$ cat config.mk
export PLATFORM = sky130hd
export DESIGN_NAME = rs422_tx
export DESIGN_NICKNAME = d
export VERILOG_FILES = /design/src/rtl/rs422_tx.sv
export SDC_FILE = /design/constraint.sdc
export NUM_CORES = 1
export LEC_CHECK = 0
export ABC_AREA = 1
export CAP_MARGIN = 20
export CORE_ASPECT_RATIO = 0.7
export CORE_MARGIN = 3
export CORE_UTILIZATION = 45
export CTS_BUF_LIST = sky130_fd_sc_hd__clkbuf_4 sky130_fd_sc_hd__clkbuf_8 sky130_fd_sc_hd__clkbuf_16
export DETAILED_ROUTE_END_ITERATION = 7
export REMOVE_ABC_BUFFERS = 1
export SLEW_MARGIN = 40
export SYNTH_ARGS = -nofsm -noshare
export SYNTH_HDL_FRONTEND = slang
export SYNTH_SLANG_ARGS = --single-unit
$ cat constraint.sdc
create_clock -name clk1_8m -period 2.75 [get_ports clk1_8m]
set_clock_uncertainty 0.2 [all_clocks]
set_input_delay 0.4125 -clock clk1_8m [delete_from_list [all_inputs] [get_ports clk1_8m]]
set_output_delay 0.4125 -clock clk1_8m [all_outputs]
set_load 0.03 [all_outputs]
$ cat src/rtl/rs422_tx.sv
// rs422_tx: 4-deep FIFO feeding an 8-bit serial framer paced by rising edges of an external baud clock.
module rs422_tx #(
  parameter bit PARITY_EN  = 1'b0,
  parameter bit PARITY_ODD = 1'b0,
  parameter int STOP_BITS  = 1
) (
  input  logic       clk1_8m,
  input  logic       rst,
  input  logic       clk_baud,
  input  logic [7:0] tx_data,
  input  logic       tx_valid,
  output logic       tx_ready,
  output logic       txd,
  output logic       busy,
  output logic [2:0] fifo_level
);
  typedef enum logic [2:0] {IDLE, START, DATA, PARITY, STOP} state_t;
  localparam logic STOP_LAST = STOP_BITS == 2;
  state_t state_q, state_d;
  logic clk_baud_q, tick, push, pop;
  logic [7:0] mem_q [4];
  logic [1:0] wr_ptr_q, rd_ptr_q;
  logic [2:0] count_q, count_d, bit_cnt_q, bit_cnt_d;
  logic [7:0] shift_q, shift_d;
  logic stop_cnt_q, stop_cnt_d, txd_q, txd_d;
  assign tick = clk_baud & ~clk_baud_q;
  assign tx_ready = count_q < 3'd4;
  assign push = tx_valid & tx_ready;
  assign count_d = count_q + {2'b0, push} - {2'b0, pop};
  assign fifo_level = count_q;
  assign txd = txd_q;
  assign busy = state_q != IDLE || count_q != 3'd0;
  // The shift register rotates so its XOR still equals the byte's parity after bit 7.
  always_comb begin
    state_d = state_q;
    shift_d = shift_q;
    bit_cnt_d = bit_cnt_q;
    stop_cnt_d = stop_cnt_q;
    txd_d = txd_q;
    pop = 1'b0;
    if (tick)
      case (state_q)
        IDLE:
          if (count_q != 3'd0) begin
            pop = 1'b1;
            shift_d = mem_q[rd_ptr_q];
            txd_d = 1'b0;
            state_d = START;
          end
        START: begin
          txd_d = shift_q[0];
          bit_cnt_d = 3'd0;
          state_d = DATA;
        end
        DATA:
          if (bit_cnt_q == 3'd7) begin
            state_d = PARITY_EN ? PARITY : STOP;
            txd_d = PARITY_EN ? (^shift_q ^ PARITY_ODD) : 1'b1;
            stop_cnt_d = 1'b0;
          end else begin
            shift_d = {shift_q[0], shift_q[7:1]};
            txd_d = shift_q[1];
            bit_cnt_d = bit_cnt_q + 3'd1;
          end
        PARITY: begin
          txd_d = 1'b1;
          stop_cnt_d = 1'b0;
          state_d = STOP;
        end
        STOP:
          if (stop_cnt_q != STOP_LAST) stop_cnt_d = 1'b1;
          else if (count_q != 3'd0) begin
            pop = 1'b1;
            shift_d = mem_q[rd_ptr_q];
            txd_d = 1'b0;
            state_d = START;
          end else begin
            txd_d = 1'b1;
            state_d = IDLE;
          end
        default: state_d = IDLE;
      endcase
  end
  // Baud edge detector starts high so a baud line already high at release is not a tick.
  always_ff @(posedge clk1_8m or posedge rst)
    if (rst) begin
      clk_baud_q <= 1'b1;
      state_q <= IDLE;
      shift_q <= 8'h00;
      bit_cnt_q <= 3'd0;
      stop_cnt_q <= 1'b0;
      txd_q <= 1'b1;
      count_q <= 3'd0;
      wr_ptr_q <= 2'd0;
      rd_ptr_q <= 2'd0;
      mem_q <= '{default: 8'h00};
    end else begin
      clk_baud_q <= clk_baud;
      state_q <= state_d;
      shift_q <= shift_d;
      bit_cnt_q <= bit_cnt_d;
      stop_cnt_q <= stop_cnt_d;
      txd_q <= txd_d;
      count_q <= count_d;
      if (push) begin
        mem_q[wr_ptr_q] <= tx_data;
        wr_ptr_q <= wr_ptr_q + 2'd1;
      end
      if (pop) rd_ptr_q <= rd_ptr_q + 2'd1;
    end
endmodule

Word level (Yosys, flattened, before mapping)
Index checks and enable logic that the tools add are counted.
{"block": "word_totals", "reg_bits": 56, "wordCells": 79, "input_bits": 12, "out_inout_bits": 6}
{"block": "op_classes", "eq_ne": 9, "muxes": 29, "addsub": 5, "reduce_logical": 14, "magnitude_cmp": 4, "n_bitwise": 5}
{"cell": "$mux W8", "count": 6}
{"cell": "$bwmux W32", "count": 1}
{"cell": "$pmux W8 S3", "count": 1}
{"cell": "$bmux W8 S2", "count": 1}
{"cell": "$demux W8 S2", "count": 1}
{"cell": "$pmux W3 S5", "count": 1}
{"cell": "$mux W3", "count": 4}
{"cell": "$reduce_and A4 Y1", "count": 3}
{"cell": "$reduce_bool A3 Y1", "count": 4}
{"cell": "$mux W1", "count": 10}
{"cell": "$ne A2 B2 Y1 const B", "count": 4}
{"cell": "$eq A3 B2 Y1 const B", "count": 2}
{"cell": "$eq A3 B3 Y1 const B", "count": 2}
{"cell": "$ge A3 B3 Y1 const B", "count": 2}
{"cell": "$not A2 Y3", "count": 2}
{"cell": "$pmux W3 S2", "count": 1}
{"cell": "$reduce_and A3 Y1", "count": 2}
{"cell": "$pmux W1 S5", "count": 1}
{"cell": "$reduce_bool A5 Y1", "count": 1}
{"cell": "$add A2 B1 Y2 const B", "count": 2}
{"cell": "$add A3 B1 Y3", "count": 1}
{"cell": "$add A3 B1 Y3 const B", "count": 1}
{"cell": "$eq A3 B1 Y1 const B", "count": 1}
{"cell": "$logic_not A3 Y1", "count": 1}
{"cell": "10 further kinds", "count": 11}

Longest topological paths before layout
Gate-level depths: netlist of run 1.
{"block": "logic_depth", "word_depth": 7, "ltp_mapped": 10}

Least setup slack after synthesis of run 1
Ideal clock, no wire load.
{"block": "synth_path", "kind": "flip-flop to flip-flop", "start": "reg count_q[2], in the netlist fifo_level[2]", "end": "reg count_q[2], in the netlist fifo_level[2]", "arrival_time_ps": 2025, "n_path_buf": 0, "path_stages_with_launch": 11, "setup_time_ps": 123, "synth_period_minus_slack_ps": 2348, "slack_ps": 402, "cell_sequence": "dfrtp_1 -> inv_2 -> nand2_1 -> nand3_1 -> inv_1 -> ha_1 -> inv_1 -> ha_1 -> inv_1 -> fa_1 -> xnor2_1"}
{"block": "synth_via", "word_cells_on_any_way": 9, "classes_between": "2 x add/sub; 1 x order compare; 4 x mux; 1 x bitwise; 1 x reduce/logical"}
{"item": "from (decl)", "line_no": "23", "source": "logic [2:0] count_q, count_d, bit_cnt_q, bit_cnt_d;"}
{"item": "from (signal assigned)", "line_no": "104", "source": "count_q <= count_d;"}
{"item": "$lt A3 B3 Y1", "line_no": "27", "source": "assign tx_ready = count_q < 3'd4;"}
{"item": "named net tx_ready", "line_no": "12", "source": "output logic tx_ready,"}
{"item": "$and A1 B1 Y1", "line_no": "28", "source": "assign push = tx_valid & tx_ready;"}
{"item": "$add A3 B1 Y3", "line_no": "29", "source": "assign count_d = count_q + {2'b0, push} - {2'b0, pop};"}
{"item": "$sub A3 B1 Y3", "line_no": "29"}
{"item": "named net count_d[2]", "line_no": "23"}
The timed path passes the listed nets, and every way through them passes these cells.
A chain may end at the register's enable or synchronous reset.

Worst setup path in the final report of run 1
{"block": "layout_path", "start": "reg count_q[1], in the netlist fifo_level[1]", "end": "out busy"}
{"block": "layout_via", "elab_chain_len": 2}
{"item": "$reduce_bool A3 Y1", "line_no": "32", "source": "assign busy = state_q != IDLE || count_q != 3'd0;"}
{"item": "$logic_or A1 B1 Y1", "line_no": "32"}
{"item": "to (decl)", "line_no": "14", "source": "output logic busy,"}
Every way passes these cells.

==> flow_summary.ini, run 1 <==
[run_status]
outcome = finished, final reports clean

[power_and_ir_drop]
clock_power_share_pct = 14.3
intPower_w = 0.00197
swShare_pct = 42.3
power_switching_w = 0.00144
p_leak_nw = 1.58
pwr-share-seq_pct = 41.8
power.density_mw_per_mm2 = 1100
pwr-share-comb_pct = 43.9
peakVddDrop_v = 0.000534

[sta]
fin_crit_sh_pct = 86.6
fmax_ghz = 0.420
rsz0062_at_grt = no
tns_ns = 0
final_hold_viol_count = 0
finalSetupViolCount = 0
slew_headroom_pct = 66.7
min_period_ns = 2.38
finalWorstSetupSlack_ns = 0.367
slew_violations = 0
max_slew.worst_pin.slew_ns = 0.499

[clocking]
cts_tree = yes
cts_setup_buffers = 0
clock_latency_ns = 0.30
htreeDepth = 2
holdBufCountCts = 0
clk_path_buf_depth = 2
cts.clk_slew.worst_paths_ns = 0.09
cts_resized = 0
numCtsBuffers = 5
cts.sinks = 55
root_buffer = clkbuf_8

[detailed_routing]
routedWlPerCell_um = 12.7
drt_iter0_drc = 184
drcViolationCount = 0
wirelength_mm = 5.46
antenna_left = 0
first_pass_iters = 4
vias_per_cell = 4.82
num_vias = 2073

[flow_run]
drv_cap = 0

[global_route]
antenna_found_initial = 0
gr-total-overflow = 0
grt_max_degree = 35
grt_pass1_wl_mm = 9.66
grt_pass1_vias = 1979
track_usage_pct = 17.4

[critical_path]
worst_path_max_delay_cell = clkdlybuf4s50_1
cp.required_ns = 2.14
r2r_start = state_q[0]
reg2regPathDepth = 9
regToRegEndpoint = fifo_level[2]
cp_cell_sequence = nor2_1 -> nand2_1 -> inv_1 -> nand2_1 -> clkdlybuf4s50_1
worstSetupPathType = register to primary output
r2r_slack_ns = 0.48
critical_path.max_stage_delay_ns = 0.59
worst_setup_path_end_kind = primary output
crit_top_cell = nand2_1
startpoint = fifo_level[1]
startpoint_type = register
cp_max_fo = 4
critPathArrivalTime_ns = 1.77

[finish]
fillers = 560
multi_input_area_mm2 = 0.00117
seqCellArea_mm2 = 0.00138
drive_gt1_share_pct = 11.0
n_antenna_cell = 0
layout.nets = 375
area_growth_pct = 13.0
final_cells = 430

[hold_path]
min_path_type = input pin to async pin

[synth]
synth_cell_type_count = 27
avgSynthCellArea_um2 = 8.17
yosys_warnings = 0
synth_edf_count = 0
async_reset_ff_share_pct = 100
synth_area_mm2 = 0.00274
ys_ff_latch = 55
synth_cells = 335
yosys_most_used_dff = dfrtp_1
yosysSeqAreaShare_pct = 50.4

[floorplan]
core.rowCount = 23
initial_core_util_pct = 47.1
dieWidth_um = 99.2
dieArea_mm2 = 0.00707
die_h_um = 71.3
ioPinCount = 18
core_area_mm2 = 0.00581

[place]
dp_cells = 422
place_ws_ns = 0.227
port_buffers = 17
dp_hpwl_mm = 3.83
globalplace.congestion = 0.827
==> worst max-delay path by stage <==
stage	to	slack, ns	depth (start not counted)
floorplan	fifo_level[2]	0.40	10
global placement	fifo_level[2]	0.27	11
detailed placement	fifo_level[2]	0.23	11
CTS	busy	0.34	5
global route	busy	0.18	5
finish	busy	0.37	5
==> synth_stat cells, types with 4 or more instances <==
master,count,area [µm²]
nand2_2,10,62.6
nand2_1,129,484
o21ai_1,19,95.1
buf_2,7,35.0
inv_1,30,113
ha_1,8,100
inv_2,4,15.0
o21ai_0,17,85.1
dfrtp_1,53,1330
nor2_1,9,33.8
nand3_1,26,130
==> cell families (layout without fill, tap and decap cells) <==
logic type | after synthesis | count (layout) | share of synthesized area (%)
AO/OA/AOI/OAI | 39 | 39 | 7.77
AND/OR/NAND/NOR | 183 | 183 | 29.1
buffers and inverters | 44 | 64 | 6.76
XOR/XNOR | 5 | 5 | 1.60
flip-flops | 55 | 55 | 50.4
adder cells (fa/ha/maj) | 9 | 9 | 4.39
==> worst max-delay path: cells and delay by family, from the launching register on <==
kind,cells,cell delay (ns)
DFF,1,0.45
and+or+nand+nor,3,0.37
buffers and inverters,2,0.66
==> stage by stage <==
stage                     util, %  hold WS [ns]  instance area [µm²]  total power, W
after CTS                    53.2         0.270                 3090         0.00347
after global routing         53.2         0.287                 3090         0.00377
after global placement       51.4         0.256                 2990         0.00293
after floorplan                 -         0.217                 2680         0.00252
after detailed placement     51.4         0.260                 2990         0.00296
final                        53.2         0.257                 3090         0.00342
==> registers in the layout, summed over array words and instances (netlist names) <==
register and flops:
rd_ptr_q 2, shift_q 8, txd 1, clk_baud_q 1, mem_q 32, wr_ptr_q 2
state_q 3, bit_cnt_q 3, fifo_level 3
==> layout make-up <==
| type | count | share of cell area, % |
|---|---|---|
| clock buffer | 8 | 3.36 |
| inverter | 35 | 4.25 |
| multi-input combinational | 236 | 37.9 |
| sequential | 55 | 44.6 |
| tap | 75 | 3.03 |
| timing repair buffer | 21 | 6.87 |
==> power by group through the flow <==
| stage | combinational [W] | clock [W] | sequential, W |
|---|---|---|---|
| after global routing | 0.00174 | 0.000543 | 0.00149 |
| after CTS | 0.00153 | 0.000508 | 0.00143 |
| after floorplan | 0.00106 | 0 | 0.00146 |
| after global placement | 0.00149 | 0 | 0.00144 |
| after detailed placement | 0.00152 | 0 | 0.00144 |
| final | 0.00150 | 0.000489 | 0.00143 |
==> cells in the final DEF, fill, tap and decap left out, types with 5 or more instances in the layout <==
cell type	count
clkdlybuf4s50_1	17
o21ai_1	19
inv_2	5
o21ai_0	17
inv_1	29
nand2_2	10
clkbuf_8	7
nor2_1	9
ha_1	8
nand2_1	129
nand3_1	26
dfrtp_1	53
==> routing by layer <==
layer	track usage, %	up-vias	routed length (µm)
met2	26.0	31	2320
met5	0	-	0
met3	3.79	2	187
met1	26.1	956	2930
met4	3.64	0	24
li1	-	1084	-
Note: power is estimated with default switching activity, not from simulation.
==> inputs of run 2 (changes only) <==
--- a/config.mk
+++ b/config.mk
@@ -9,11 +9,13 @@
 export CAP_MARGIN = 20
 export CORE_ASPECT_RATIO = 0.7
 export CORE_MARGIN = 3
-export CORE_UTILIZATION = 45
+export CORE_UTILIZATION = 54
 export CTS_BUF_LIST = sky130_fd_sc_hd__clkbuf_4 sky130_fd_sc_hd__clkbuf_8 sky130_fd_sc_hd__clkbuf_16
 export DETAILED_ROUTE_END_ITERATION = 7
+export PLACE_DENSITY = 0.74
 export REMOVE_ABC_BUFFERS = 1
 export SLEW_MARGIN = 40
 export SYNTH_ARGS = -nofsm -noshare
 export SYNTH_HDL_FRONTEND = slang
 export SYNTH_SLANG_ARGS = --single-unit
+export TNS_END_PERCENT = 50
==> run 2 against run 1 <==
Non-clock buffer count grew 1. Critical path depth is the same. Final cell count shrank 1.2%. Core utilization grew 10 points. Sequential cell count is the same. Sequential share of layout area grew 0.36 points. Largest power group unchanged. Highest routed layer unchanged.
==> flow_summary.ini, run 2 (synthesized netlist as in run 1, its figures left out) <==
[run_status]
outcome = finished, final reports clean

[global_route]
track_usage_pct = 20.7
grt_pass1_vias = 2059
grt_max_degree = 23
grt_pass1_wl_mm = 9.63
gr-total-overflow = 0
antenna_found_initial = 0

[clocking]
clock_latency_ns = 0.32
numCtsBuffers = 5
cts.clk_slew.worst_paths_ns = 0.10
cts.sinks = 55
root_buffer = clkbuf_8
clk_path_buf_depth = 2
cts_resized = 0
cts_setup_buffers = 0
holdBufCountCts = 0
cts_tree = yes
htreeDepth = 2

[sta]
rsz0062_at_grt = no
slew_violations = 0
min_period_ns = 2.46
fmax_ghz = 0.407
timing.hold.ws_ns = 0.222
slew_headroom_pct = 67.9
max_slew.worst_pin.slew_ns = 0.480
final_hold_viol_count = 0
tns_ns = 0
fin_crit_sh_pct = 89.4
finalSetupViolCount = 0

[finish]
top_register = mem_q
mostFrequentLayoutCell = nand2_1
layout_common_cells = 129 x nand2_1, 53 x dfrtp_1, 29 x inv_1, 26 x nand3_1, 19 x o21ai_1
multi_input_area_mm2 = 0.00117
largestRegisters = mem_q: 32 flops, shift_q: 8 flops
drive_gt1_share_pct = 11.2
area_growth_pct = 12.1
seqCellArea_mm2 = 0.00138
fillers = 444
layout.nets = 376
largest_register_ffs = 32
n_antenna_cell = 0

[critical_path]
crit_top_cell = nand2_1
critical_path.max_stage_delay_ns = 0.61
cp.required_ns = 2.14
worst_setup_path_end_kind = primary output
critPathArrivalTime_ns = 1.85
cp_cell_sequence = nor2_1 -> nand2_1 -> inv_1 -> nand2_1 -> clkdlybuf4s50_1
startpoint_type = register
cp_max_fo = 4
worst_path_max_delay_cell = clkdlybuf4s50_1
worstSetupPathType = register to primary output

[detailed_routing]
vias_per_cell = 5.06
wirelength_mm = 5.53
first_pass_iters = 4
drcViolationCount = 0
routedWlPerCell_um = 13.0
antenna_left = 0
num_vias = 2151
drt_iter0_drc = 124

[floorplan]
core_area_mm2 = 0.00483
core.rowCount = 21
die_h_um = 65.6
dieArea_mm2 = 0.00597
dieWidth_um = 91.1
initial_core_util_pct = 56.6
ioPinCount = 18

[flow_run]
drv_cap = 0

[power_and_ir_drop]
p_leak_nw = 1.57
power.density_mw_per_mm2 = 1110
peakVddDrop_v = 0.000554

[place]
globalplace.congestion = 0.909
dp_hpwl_mm = 3.83
port_buffers = 17

[hold_path]
min_path_type = input pin to async pin
==> run 2: report_power, final <==
part	internal, W	switching [W]	total (W)	leakage, nW
Combinational	0.000561	0.000945	0.00151	0.838
Clock	0.000212	0.000258	0.000470	0.0498
Sequential	0.00117	0.000271	0.00144	0.687
==> run 2: per-layer routing <==
metal,vias to the layer above,global-route usage [%],part of all wire [%]
met5,-,0,0
met4,0,9.21,1.9
met3,9,4.58,6.6
met2,55,30.3,43
met1,1006,29.4,49
li1,1081,-,-
==> run 2: stage by stage <==
step	cells	setup slack (ns)	power (W)	util (%)	instance area (µm²)
floorplan	326	0.402	0.00252	-	2680
global placement	417	0.292	0.00290	61.6	2980
detailed placement	417	0.235	0.00296	61.6	2980
CTS	425	0.274	0.00344	63.5	3070
global route	425	0.161	0.00373	63.5	3070
finish	425	0.291	0.00342	63.5	3070
==> run 2: path summary, 6_finish.rpt <==
path / start / end / slack, ns / cells after the start
min reg2reg: txd / txd / 0.27 / 2
max reg2reg: fifo_level[1] / fifo_level[2] / 0.48 / 10
min: rst / mem_q[30] / 0.22 / 2
min in group clk1_8m: txd / txd / 0.27 / 2
max in group asynchronous: rst / clk_baud_q / 1.46 / 3
max: fifo_level[1] / busy / 0.29 / 5
==> run 2: area by class of cell <==
cell class | instances | area share [%]
tap | 69 | 2.81
timing repair buffer | 22 | 6.77
sequential | 55 | 44.9
inverter | 35 | 4.28
clock buffer | 8 | 2.98
multi-input combinational | 236 | 38.2
==> run 2: worst max-delay path: cells and delay by family (launching register included) <==
| family | cells | cell delay, ns |
|---|---|---|
| buf+inv | 2 | 0.69 |
| flops | 1 | 0.44 |
| simple gates | 3 | 0.40 |
==> inputs of run 3 (changes only) <==
==> constraint.sdc (replaced) <==
create_clock -name clk1_8m -period 2.75 [get_ports clk1_8m]
set_clock_uncertainty 0.2 [all_clocks]
set_input_delay 0.4125 -clock clk1_8m [delete_from_list [all_inputs] [get_ports clk1_8m]]
set_output_delay 0.4125 -clock clk1_8m [all_outputs]
set_load 0.005 [all_outputs]
==> run 3 against run 2 <==
Sequential power hardly changed. Sequential share of layout area fell by 0.45 points. Hold slack better by 0.029 ns. Sequential cell count is the same. Largest cell class unchanged. Largest power group is now registers. Power grew 0.83%. Global-route usage up 0.29 points. Register-to-register slack is essentially flat. Highest routed layer unchanged. Final cell count fell by 0.24%. Combinational power shrank 5%. Clock power grew 20%. Cell area increased by 1.0%. Non-clock buffer count fell by 1.
==> flow_summary.ini, run 3 (synthesized netlist as in run 1, its figures left out) <==
[global_route]
gr-total-overflow = 0
grt_pass1_wl_mm = 9.83
grt_max_degree = 56
track_usage_pct = 20.9
antenna_found_initial = 0
grt_pass1_vias = 2058

[sta]
fin_crit_sh_pct = 82.8
final_hold_viol_count = 0
max_slew.worst_pin.slew_ns = 0.441
tns_ns = 0
finalWorstSetupSlack_ns = 0.473
finalSetupViolCount = 0
min_period_ns = 2.28
fmax_ghz = 0.439
slew_violations = 0
rsz0062_at_grt = no
slew_headroom_pct = 70.6

[critical_path]
worst_setup_path_end_kind = primary output
cp_max_fo = 4
startpoint_type = register
critical_path.max_stage_delay_ns = 0.45
worst_path_max_delay_cell = dfrtp_1
cp_cell_sequence = nor2_1 -> nand2_1 -> inv_1 -> nand2_1 -> clkdlybuf4s50_1
worstSetupPathType = register to primary output
cp.required_ns = 2.14
critPathArrivalTime_ns = 1.66
crit_top_cell = nand2_1

[finish]
top_register = mem_q
area_growth_pct = 13.3
mostFrequentLayoutCell = nand2_1
largestRegisters = mem_q: 32 flops, shift_q: 8 flops
drive_gt1_share_pct = 11.0
n_antenna_cell = 0
largest_register_ffs = 32
final_cells = 424
layout.nets = 375
layout_common_cells = 129 x nand2_1, 53 x dfrtp_1, 29 x inv_1, 26 x nand3_1, 19 x o21ai_1

[power_and_ir_drop]
p_total_w = 0.00345
p_leak_nw = 1.59
power.density_mw_per_mm2 = 1110
peakVddDrop_v = 0.000590

[place]
dp_hpwl_mm = 3.79
globalplace.congestion = 0.901
port_buffers = 17
place_ws_ns = 0.233
dp_cells = 416

[floorplan]
core.rowCount = 21
dieWidth_um = 91.1
ioPinCount = 18
core_area_mm2 = 0.00483
die_h_um = 65.6
initial_core_util_pct = 56.6
dieArea_mm2 = 0.00597

[detailed_routing]
first_pass_iters = 4
vias_per_cell = 5.00
routedWlPerCell_um = 13.2
num_vias = 2121
drcViolationCount = 0
antenna_left = 0
wirelength_mm = 5.61
drt_iter0_drc = 177

[hold_path]
min_path_type = input pin to async pin

[clocking]
htreeDepth = 2
cts.clk_slew.worst_paths_ns = 0.09
cts_setup_buffers = 0
cts_tree = yes
cts.sinks = 55
clock_latency_ns = 0.31
root_buffer = clkbuf_8
numCtsBuffers = 5
clk_path_buf_depth = 2
holdBufCountCts = 0
cts_resized = 0

[run_status]
outcome = finished, final reports clean

[flow_run]
drv_cap = 0
run 3: cell count changes in the layout (fill, tap and decap cells not counted), sizes merged:
cell,before,now
clkbuf,8,6
buf,5,4
clkinv,1,2
bufinv,0,1
run 3: routing by layer:
| metal | up-vias | wire, µm | track usage (%) |
|---|---|---|---|
| li1 | 1079 | - | - |
| met1 | 1002 | 2890 | 31.1 |
| met2 | 34 | 2460 | 30.2 |
| met3 | 6 | 192 | 3.89 |
| met4 | 0 | 61 | 8.65 |
| met5 | - | 0 | 0 |
run 3: power by group:
group	internal, W	leakage, nW	switching [W]
Sequential	0.00117	0.687	0.000280
Combinational	0.000564	0.838	0.000866
Clock	0.000295	0.0612	0.000270
Total	0.00203	1.59	0.00142
run 3: path summary, 6_finish.rpt:
path	start	to	slack, ns	depth (start not counted)
min	rst	fifo_level[0]	0.25	3
min in group clk1_8m	txd	txd	0.28	2
max	fifo_level[1]	busy	0.47	5
max in group asynchronous	rst	clk_baud_q	1.79	3
min reg2reg	txd	txd	0.28	2
max reg2reg	state_q[1]	fifo_level[2]	0.48	9
run 3: final cells by class:
| cell class | instances | area, µm² |
|---|---|---|
| fill | 445 | 1730 |
| multi-input combinational | 236 | 1170 |
| tap | 69 | 86.3 |
| sequential | 55 | 1380 |
| clock buffer | 6 | 82.6 |
| timing repair buffer | 21 | 213 |
| inverter | 35 | 131 |
| clock inverter | 2 | 35.0 |
run 3: metrics by stage:
stage / hold slack (ns) / cell area, µm² / util (%)
2_1_floorplan: 0.217 / 2680 / -
4_1_cts: 0.266 / 3100 / 64.1
6_report: 0.251 / 3100 / 64.1
3_3_place_gp: 0.259 / 2980 / 61.7
3_5_place_dp: 0.263 / 2980 / 61.7
5_1_grt: 0.305 / 3100 / 64.1
run 3: worst max-delay path: cells and delay by family, from the launching register on:
kind | cells | cell delay [ns]
buffers and inverters | 2 | 0.53
DFF | 1 | 0.45
and+or+nand+nor | 3 | 0.38
